[src/rtl/cpu_pkg.sv]
// Shared core constants: default widths, link register index and return-address offset.
package cpu_pkg;
  localparam int DATA_W_DEF   = 32;
  localparam int ADDR_W_DEF   = 5;
  localparam int LINK_REG_DEF = 31;
  localparam int LINK_OFS     = 8;

  typedef logic [ADDR_W_DEF-1:0] reg_idx_t;
endpackage

[src/rtl/regfile_scoreboard.sv]
// Per-register busy bits with registered popcount; set beats clear on the same index.
// Busy lookups are combinational, state updates at the clock edge, no backpressure.
module regfile_scoreboard
  import cpu_pkg::*;
#(
  parameter int ADDR_W   = ADDR_W_DEF,
  parameter int LINK_REG = LINK_REG_DEF
) (
  input  logic              clk,
  input  logic              rst,
  input  logic              set_en,
  input  logic [ADDR_W-1:0] set_idx,
  input  logic              wr_clr,
  input  logic [ADDR_W-1:0] wr_idx,
  input  logic              link_clr,
  input  logic [ADDR_W-1:0] ra_addr,
  input  logic [ADDR_W-1:0] rb_addr,
  output logic              busy_a,
  output logic              busy_b,
  output logic [ADDR_W:0]   busy_cnt
);
  localparam int NREGS = 2**ADDR_W;

  logic [NREGS-1:0] busy;
  logic [NREGS-1:0] busy_nxt;
  logic [ADDR_W:0]  cnt_nxt;

  always_comb begin
    busy_nxt = busy;
    if (wr_clr) busy_nxt[wr_idx] = 1'b0;
    if (link_clr) busy_nxt[LINK_REG] = 1'b0;
    // A new producer supersedes the completing one, so set is applied last.
    if (set_en && (set_idx != '0)) busy_nxt[set_idx] = 1'b1;
    busy_nxt[0] = 1'b0;
    cnt_nxt = '0;
    for (int i = 0; i < NREGS; i++) begin
      cnt_nxt = cnt_nxt + (ADDR_W+1)'(busy_nxt[i]);
    end
  end

  always_ff @(posedge clk or negedge rst) begin
    if (!rst) begin
      busy     <= '0;
      busy_cnt <= '0;
    end else begin
      busy     <= busy_nxt;
      busy_cnt <= cnt_nxt;
    end
  end

  assign busy_a = busy[ra_addr];
  assign busy_b = busy[rb_addr];
endmodule

[src/rtl/regfile_sb.sv]
// Two-read/one-write register file with link port, optional same-cycle bypass and RAW scoreboard.
// Reads and hazard are combinational; writes and busy state land at the edge; no backpressure.
module regfile_sb
  import cpu_pkg::*;
#(
  parameter int DATA_W   = DATA_W_DEF,
  parameter int ADDR_W   = ADDR_W_DEF,
  parameter int LINK_REG = LINK_REG_DEF,
  parameter int BYPASS   = 1,
  parameter int TRACE    = 0
) (
  input  logic              clk,
  input  logic              rst,
  input  logic [ADDR_W-1:0] ra_addr,
  input  logic [ADDR_W-1:0] rb_addr,
  output logic [DATA_W-1:0] ra_data,
  output logic [DATA_W-1:0] rb_data,
  input  logic              ra_used,
  input  logic              rb_used,
  output logic              hazard,
  input  logic              issue_en,
  input  logic [ADDR_W-1:0] issue_rd,
  input  logic              wr_en,
  input  logic [ADDR_W-1:0] wr_addr,
  input  logic [DATA_W-1:0] wr_data,
  input  logic              link_en,
  input  logic [DATA_W-1:0] link_pc,
  output logic [ADDR_W:0]   busy_cnt
);
  localparam int NREGS = 2**ADDR_W;
  localparam logic [ADDR_W-1:0] LINK_IDX = ADDR_W'(LINK_REG);

  logic [DATA_W-1:0] regs [NREGS];
  logic [DATA_W-1:0] link_data;
  logic              wr_hit;
  logic              main_wr;
  logic              fwd_a, fwd_b;
  logic              busy_a, busy_b;

  assign link_data = link_pc + DATA_W'(LINK_OFS);
  assign wr_hit    = wr_en && (wr_addr != '0);
  // On an index collision the link write owns the register.
  assign main_wr   = wr_hit && !(link_en && (wr_addr == LINK_IDX));

  always_ff @(posedge clk or negedge rst) begin
    if (!rst) begin
      for (int i = 0; i < NREGS; i++) regs[i] <= '0;
    end else begin
      if (main_wr) regs[wr_addr] <= wr_data;
      if (link_en) regs[LINK_IDX] <= link_data;
    end
  end

  function automatic logic [DATA_W:0] read_port(input logic [ADDR_W-1:0] idx);
    logic [DATA_W:0] r;
    r = '0;
    if (idx != '0) begin
      r = {1'b0, regs[idx]};
      if (BYPASS != 0) begin
        if (link_en && (idx == LINK_IDX)) r = {1'b1, link_data};
        else if (main_wr && (idx == wr_addr)) r = {1'b1, wr_data};
      end
    end
    if (!rst) r = '0;
    return r;
  endfunction

  always_comb begin
    {fwd_a, ra_data} = read_port(ra_addr);
    {fwd_b, rb_data} = read_port(rb_addr);
  end

  assign hazard = rst && ((ra_used && busy_a && !fwd_a) || (rb_used && busy_b && !fwd_b));

  regfile_scoreboard #(
    .ADDR_W   (ADDR_W),
    .LINK_REG (LINK_REG)
  ) u_sb (
    .clk      (clk),
    .rst      (rst),
    .set_en   (issue_en),
    .set_idx  (issue_rd),
    .wr_clr   (wr_hit),
    .wr_idx   (wr_addr),
    .link_clr (link_en),
    .ra_addr  (ra_addr),
    .rb_addr  (rb_addr),
    .busy_a   (busy_a),
    .busy_b   (busy_b),
    .busy_cnt (busy_cnt)
  );

  if (TRACE != 0) begin : g_trace
`ifndef SYNTHESIS
    always @(posedge clk) begin
      if (rst && (main_wr || link_en)) begin
        for (int i = 0; i < NREGS; i += 8) begin
          $strobe("r%0d: %h %h %h %h %h %h %h %h", i, regs[i], regs[i+1], regs[i+2],
                  regs[i+3], regs[i+4], regs[i+5], regs[i+6], regs[i+7]);
        end
        if (main_wr) $strobe("write r%0d = %h", wr_addr, wr_data);
        if (link_en) $strobe("link r%0d = %h", LINK_IDX, link_data);
      end
    end
`endif
  end
endmodule

[config.mk]
export PLATFORM = sky130hd
export DESIGN_NAME = regfile_sb
export DESIGN_NICKNAME = d
export VERILOG_FILES = /design/src/rtl/cpu_pkg.sv /design/src/rtl/regfile_scoreboard.sv /design/src/rtl/regfile_sb.sv
export SDC_FILE = /design/constraint.sdc
export NUM_CORES = 2
export LEC_CHECK = 0
export BUFFER_PORTS_ARGS = -buffer_cell sky130_fd_sc_hd__buf_4
export CAP_MARGIN = 10
export CORE_MARGIN = 4
export CORE_UTILIZATION = 55
export CTS_CLUSTER_DIAMETER = 50
export DETAILED_ROUTE_END_ITERATION = 8
export MAX_ROUTING_LAYER = met4
export PLACE_DENSITY = 0.74
export SYNTH_ARGS = -nofsm -noshare
export SYNTH_HDL_FRONTEND = slang
export SYNTH_SLANG_ARGS = --single-unit
[constraint.sdc]
create_clock -name clk -period 4.8 [get_ports clk]
set_input_delay 0 -clock clk [delete_from_list [all_inputs] [get_ports clk]]
set_output_delay 0 -clock clk [all_outputs]
set_load 0.02 [all_outputs]
After elaboration in Yosys (flattened, before gate mapping)

Index checks and enable logic that the tools add are counted.
W data, S select, Z words.

Logic and storage cells: 141
Bits in read-only memories: 0
RAM bits: 0
Bits in latches: 0
Memories kept: 0
Flip-flop bits (word level): 1061
Input port bits: 91

Shift-type cells: 0
Multipliers: 0
Equal/unequal tests: 5
Muxes and demuxes: 30
Reductions and logical operators: 25
Add/subtract/negate cells: 31
Divide/modulo/power cells: 0
Bitwise logic cells: 6
Magnitude comparators: 10

Operator list:

| cell                    | count |
|---|---|
| $bwmux W1024            | 1 |
| $bmux W32 S5            | 2 |
| $mux W32                | 9 |
| $mux W33                | 8 |
| $add A6 B1 Y6           | 29 |
| $demux W32 S5           | 1 |
| $add A32 B4 Y32 const B | 1 |
| $and A32 B32 Y32        | 1 |
| $not A32 Y32            | 1 |
| $or A32 B32 Y32         | 1 |
| $lt A5 B6 Y1 const B    | 4 |
| $reduce_bool A5 Y1      | 4 |
| $ge A6 B6 Y1 const B    | 3 |
| $not A5 Y6              | 3 |
| $logic_and A1 B1 Y1     | 16 |
| $eq A5 B5 Y1 const B    | 3 |
| $bmux W1 S5             | 2 |
| $demux W1 S5            | 2 |
| $eq A5 B5 Y1            | 2 |
| $ge A5 B1 Y1 const B    | 2 |
| $lt A6 B1 Y1 const B    | 1 |
| $mux W1                 | 5 |
| $logic_not A1 Y1        | 3 |
| $add A1 B1 Y2           | 1 |
| 2 further kinds         | 2 |

Longest topological paths before layout

Word-level depth: 40
Gate-level depth with buffers: 22

Cells and area by module

Synthesis repeated with hierarchy kept, for this count alone.

Cell total of the unflattened synthesis: 4167
Area total of the unflattened synthesis: 59239.3 um^2

By module, submodules not included:

| module             | instances | area each (um^2) | cells an instance |
|---|---|---|---|
| regfile_sb         | 1         | 56436.6          | 3886 |
| regfile_scoreboard | 1         | 2802.7           | 281 |

Worst setup path before layout

No wires, ideal clock.

Path type: input to register
From: in wr_addr[0]
To: reg u_sb.busy_cnt[4]
Data required time: 4677 ps
Slack: -803 ps
Arrival: 5480 ps
Stages: 22
Library setup time: 123 ps
Path through: buf_2 -> nand2_1 -> nor2_1 -> nand2_1 -> clkbuf_1 -> a22o_1 -> ha_1 -> fa_1 -> inv_1 -> fa_1 -> inv_1 -> fa_1 -> fa_1 -> fa_1 -> fa_1 -> ha_1 -> inv_1 -> fa_1 -> inv_1 -> a21o_1 -> a21oi_1 -> xnor2_1

Word-level cells in the longest chain between the ends: 39

RTL lines:

| item                                                                      | line                     | source |
|---|---|---|
| from (decl)                                                               | regfile_sb.sv:24         | `input logic [ADDR_W-1:0] wr_addr,` |
| $lt A5 B6 Y1 (implied by the code) / $ge A5 B1 Y1 (equally long branches) | regfile_scoreboard.sv:30 | `if (wr_clr) busy_nxt[wr_idx] = 1'b0;` |
| $logic_and A1 B1 Y1 (implied by the code)                                 | regfile_scoreboard.sv:30 |  |
| $mux W1 (implied by the code)                                             | regfile_scoreboard.sv:30 |  |
| $demux W1 S5                                                              | n/a                      |  |
| $not A32 Y32 (no source line)                                             | n/a                      |  |
| $and A32 B32 Y32 (no source line)                                         | n/a                      |  |
| $mux W32 *                                                                | regfile_scoreboard.sv:30 |  |
| $or A32 B32 Y32 (no source line)                                          | n/a                      |  |
| $mux W32 *                                                                | regfile_scoreboard.sv:33 | `if (set_en && (set_idx != '0)) busy_nxt[set_idx] = 1'b1;` |
| net u_sb.busy_nxt[1]                                                      | regfile_scoreboard.sv:25 | `logic [NREGS-1:0] busy_nxt;` |
| $add A1 B1 Y2 *                                                           | regfile_scoreboard.sv:37 | `cnt_nxt = cnt_nxt + (ADDR_W+1)'(busy_nxt[i]);` |
| $add A6 B1 Y6 * (29 in a row)                                             | regfile_scoreboard.sv:37 |  |
| net u_sb.cnt_nxt[4]                                                       | regfile_scoreboard.sv:26 | `logic [ADDR_W:0] cnt_nxt;` |
| to (signal assigned)                                                      | regfile_scoreboard.sv:47 | `busy_cnt <= cnt_nxt;` |
| to (decl)                                                                 | regfile_scoreboard.sv:20 | `output logic [ADDR_W:0] busy_cnt` |

The timed path passes the listed nets; every way through them passes the cells marked *.
A chain may end at the register's enable or synchronous reset.

Worst setup path in the final report

From: in issue_rd[4]
To: reg u_sb.busy_cnt[4]

RTL lines:

| item                                                                      | line                     | source |
|---|---|---|
| from (decl)                                                               | regfile_sb.sv:22         | `input logic [ADDR_W-1:0] issue_rd,` |
| $lt A5 B6 Y1 (implied by the code) / $ge A5 B1 Y1 (equally long branches) | regfile_scoreboard.sv:33 |  |
| $logic_and A1 B1 Y1 (implied by the code)                                 | regfile_scoreboard.sv:33 |  |
| $mux W1 (implied by the code)                                             | regfile_scoreboard.sv:33 |  |
| $demux W1 S5                                                              | n/a                      |  |
| $or A32 B32 Y32 (no source line)                                          | n/a                      |  |
| $mux W32 *                                                                | regfile_scoreboard.sv:33 |  |
| net u_sb.busy_nxt[27]                                                     | regfile_scoreboard.sv:25 |  |
| $add A6 B1 Y6 * (5 in a row)                                              | regfile_scoreboard.sv:37 |  |
| net u_sb.cnt_nxt[4]                                                       | regfile_scoreboard.sv:26 |  |

Marked as above.

==> results by group <==
Clock network
  • Max clock buf depth: 3
  • TritonCTS clock tree: yes
  • Root buffer cell: clkbuf_16
  • Clock buffer count from CTS: 132
  • H-tree levels: 4
  • Clock Sink Count: 1061
  • Worst-skew pair later-pin latency: 0.74 ns
  • Clk slew on worst S/H paths: 0.05 ns

Setup path
  • Worst R2R Path Depth: 17
  • WP data required: 5.42 ns
  • Crit. Startpoint: issue_rd[4]
  • Worst Path Max Fanout: 7
  • Setup crit end: u_sb.busy_cnt[4]$_DFF_PN0_
  • CP dominant cell by count: fa_1
  • Slowest-stage cell, CP: dlygate4sd3_1
  • Crit-path cells: buf_4 -> dlygate4sd3_1 -> buf_4 -> nor3b_2 -> buf_4 -> a32o_1 -> inv_1 -> fa_1 -> fa_1 -> fa_1 -> inv_1 -> fa_2 -> fa_1 -> fa_1 -> ha_2 -> inv_2 -> fa_2 -> inv_1 -> a21o_1 -> a21oi_2 -> xnor2_1
  • CP Depth: 21
  • Setup crit start kind: primary input
  • Worst R2R End: u_sb.busy_cnt[4]$_DFF_PN0_
  • Worst Path Arrival: 5.58 ns
  • CP Capture Type: flip-flop
  • Slowest cell delay on critical path: 0.62 ns
  • FF-to-FF Start: u_sb.busy[2]$_DFF_PN0_
  • R2r setup slk: -0.16 ns
  • Worst path top cell family by delay: adder cells
  • WP buf/inv: 8
  • Critical path class: in2reg

Logic synthesis
  • Post-synth EDFFs: 0
  • Syn_area_per_cell: 14.4 µm²
  • Library cells used by synthesis: 69
  • Dominant synthesized flop cell: dfrtp_1
  • Most frequent cells after synthesis: dfrtp_1, mux2_2, mux4_2
  • Yosys top cell by area: dfrtp_1
  • Seq/Total Area, Yosys: 44.8%
  • Post-synth top area share: 44.8%
  • Mapped Area: 59300 µm²
  • Yosys reg bits: 1061
  • Top cells by area, synth: dfrtp_1, mux4_2, mux2_2, mux2i_1, a22oi_1
  • Post-Synthesis Cells: 4117
  • Ys async rst share: 100%
  • Most common cell in the netlist: dfrtp_1
  • Synth warn: 0
  • Mapped Nets: 4241

Finish
  • Fin nets: 4399
  • Layout area overhead: 14.5%
  • Layout cells sized above 1: 48.2%

Pwr
  • PD cells: 471 nW/µm²
  • Sw Ratio: 29.9%
  • Internal power: 22.4 mW
  • Maximum vdd drop: 1.71 mV
  • Clock Power Share: 31.8%
  • Comb pwr share: 30.7%
  • Static leakage: 29.7 nW
  • Switch Pwr: 9.56 mW
  • Seq pwr share: 37.5%

Outcome
  • Failing checks: setup timing
  • Outcome: finished with violations

Timing
  • Final worst slack: -0.166 ns
  • Slew Viols, Final: 0
  • Fin Setup TNS: -0.447 ns
  • RSZ-0062 raised after global routing: yes
  • Peak Freq: 201 MHz
  • Fin crit period: 4.97 ns
  • Period utilization: 103%
  • Number of hold violations in the final report: 0
  • Setup Viol. Count Final: 5
  • Clock skew: 0.00957 ns
  • Tightest Pin Transition: 1.34 ns
  • Rel. slew slack: 10.9%

Route
  • Detail Route Antenna Nets: 0
  • WL per Instance: 34.2 µm
  • Starting DRT DRC Count: 4841
  • Total Wirelength: 198000 µm
  • Routed vias/inst: 7.14
  • Via Count: 41400
  • Drt pass-1 iters: 7
  • DRC Markers: 0

Die
  • Initial Util: 55.4%
  • Number of placed I/O pins: 162
  • Core Rows: 120
  • Core region area: 107000 µm²
  • Die Y: 336 µm
  • Die width: 336 µm
  • Die area: 113000 µm²

Flow run
  • Max_cap viols: 0

Placement
  • Placer Congestion: 0.926
  • Buffers on Ports: 161
  • Dpl ws: -0.427 ns
  • Post-DP HPWL: 112000 µm

GRT
  • Number of global-route vias before repair: 42000
  • Tot GR Track Use: 36.3%
  • First-pass GRT wire length: 289000 µm
  • GRT Residual Overflow: 0
  • Initial antenna violation count: 10
  • Largest net degree at the start of global routing: 194

Worst hold path
  • Hold WC Path Type: in2reg
## sequential cells by signal, summed over array words and instances (netlist names)
register,flops
u_sb.busy_cnt,6
u_sb.busy,31
regs,1024
## repair_timing
item	in CTS	in global routing
setup buffers	2	1
hold buffers	131	3
setup endpoints to repair	5	5
gates resized for setup	6	9
pin swaps	8	4
endpoints found under the hold margin	1305	7
## through the flow
stage	cell area (µm²)	power, mW	cells	hold slack (ns)	utilization [%]
detailed placement	62000	21.2	5408	-0.0558	57.9
finish	67800	32.0	5793	0.0102	63.4
CTS	67800	31.8	5778	0.0112	63.3
global placement	62000	20.8	5408	-0.0552	57.9
global route	67800	33.6	5789	0.00328	63.4
floorplan	59400	18.3	4117	-0.296	-
## worst min-delay path, stage by stage
cell,delay [ns]
buf_4,0.12
buf_4,0.12
nor2_1,0.06
a22oi_1,0.30
inv_1,0.08
## cell type report
type / count / area, µm²
inverters: 43 / 163
flip-flops and latches: 1061 / 26600
multi-input cells: 2567 / 30800
fillers: 7843 / 39200
clock inverters: 53 / 696
repair buffers: 470 / 4100
diodes: 12 / 30.0
well taps: 1403 / 1760
clock buffers: 184 / 3740
## power by group through the flow
stage               clock network (mW)  registers [mW]  logic [mW]
floorplan                            0            11.6        6.67
global placement                     0            11.9        8.91
detailed placement                   0            12.1        9.13
CTS                               10.3            11.9        9.62
global route                      10.7            12.2        10.8
finish                            10.2            12.0        9.80
## cell usage in the layout, fill, tap and decap left out, drive strengths merged, types with 7 or more instances in the layout
master       instances
a22o                19
nand4               11
ha                  10
xor2                10
nor2b               41
mux4               511
o221ai               9
buf                337
a21oi               78
a32oi                8
mux2               972
nand2b               7
clkinv              25
clkbuf             185
inv                 50
a22oi              119
dlygate4sd3        132
nand3               49
o22ai               20
diode               12
and2                 7
fa                  23
mux2i              251
xnor2               30
o21ai               50
dfrtp             1061
nor2                45
clkinvlp             9
nand2              126
a221oi               7
and3                12
bufinv              12
nor3                26
o211ai              12
a211oi              39
## per-layer routing
layer / wire length, µm / global-route usage, % / vias up / part of all wire (%)
met1: 75700 / 47.8 / 21900 / 38
met5: 0 / - / - / 0
met2: 89000 / 52.6 / 2669 / 45
met4: 10700 / 16.8 / 0 / 5.4
met3: 22500 / 10.4 / 622 / 11
li1: - / - / 16200 / -
## worst min path at each step
stage               slack [ns]  cells after the start         from                      end
detailed placement       -0.06                      1          rst   u_sb.busy[8]$_DFF_PN0_
global placement         -0.06                      1          rst   u_sb.busy[7]$_DFF_PN0_
floorplan                -0.30                      0          rst      regs[0]$_DFFE_PN0P_
CTS                       0.01                      6   wr_addr[2]  u_sb.busy[16]$_DFF_PN0_
global route             0.003                      5  issue_rd[3]   u_sb.busy[4]$_DFF_PN0_
finish                    0.01                      5  issue_rd[3]  u_sb.busy[23]$_DFF_PN0_
## logic make-up after synthesis
logic type	count (synthesis)	share of synthesized area [%]
compound gates	398	4.65
buf+inv	489	3.71
mux	1734	42.1
xor+xnor	40	0.591
flops	1061	44.8
simple gates	362	3.12
fa+ha+maj	33	0.988
No activity file was read; power rests on OpenSTA's default activity.
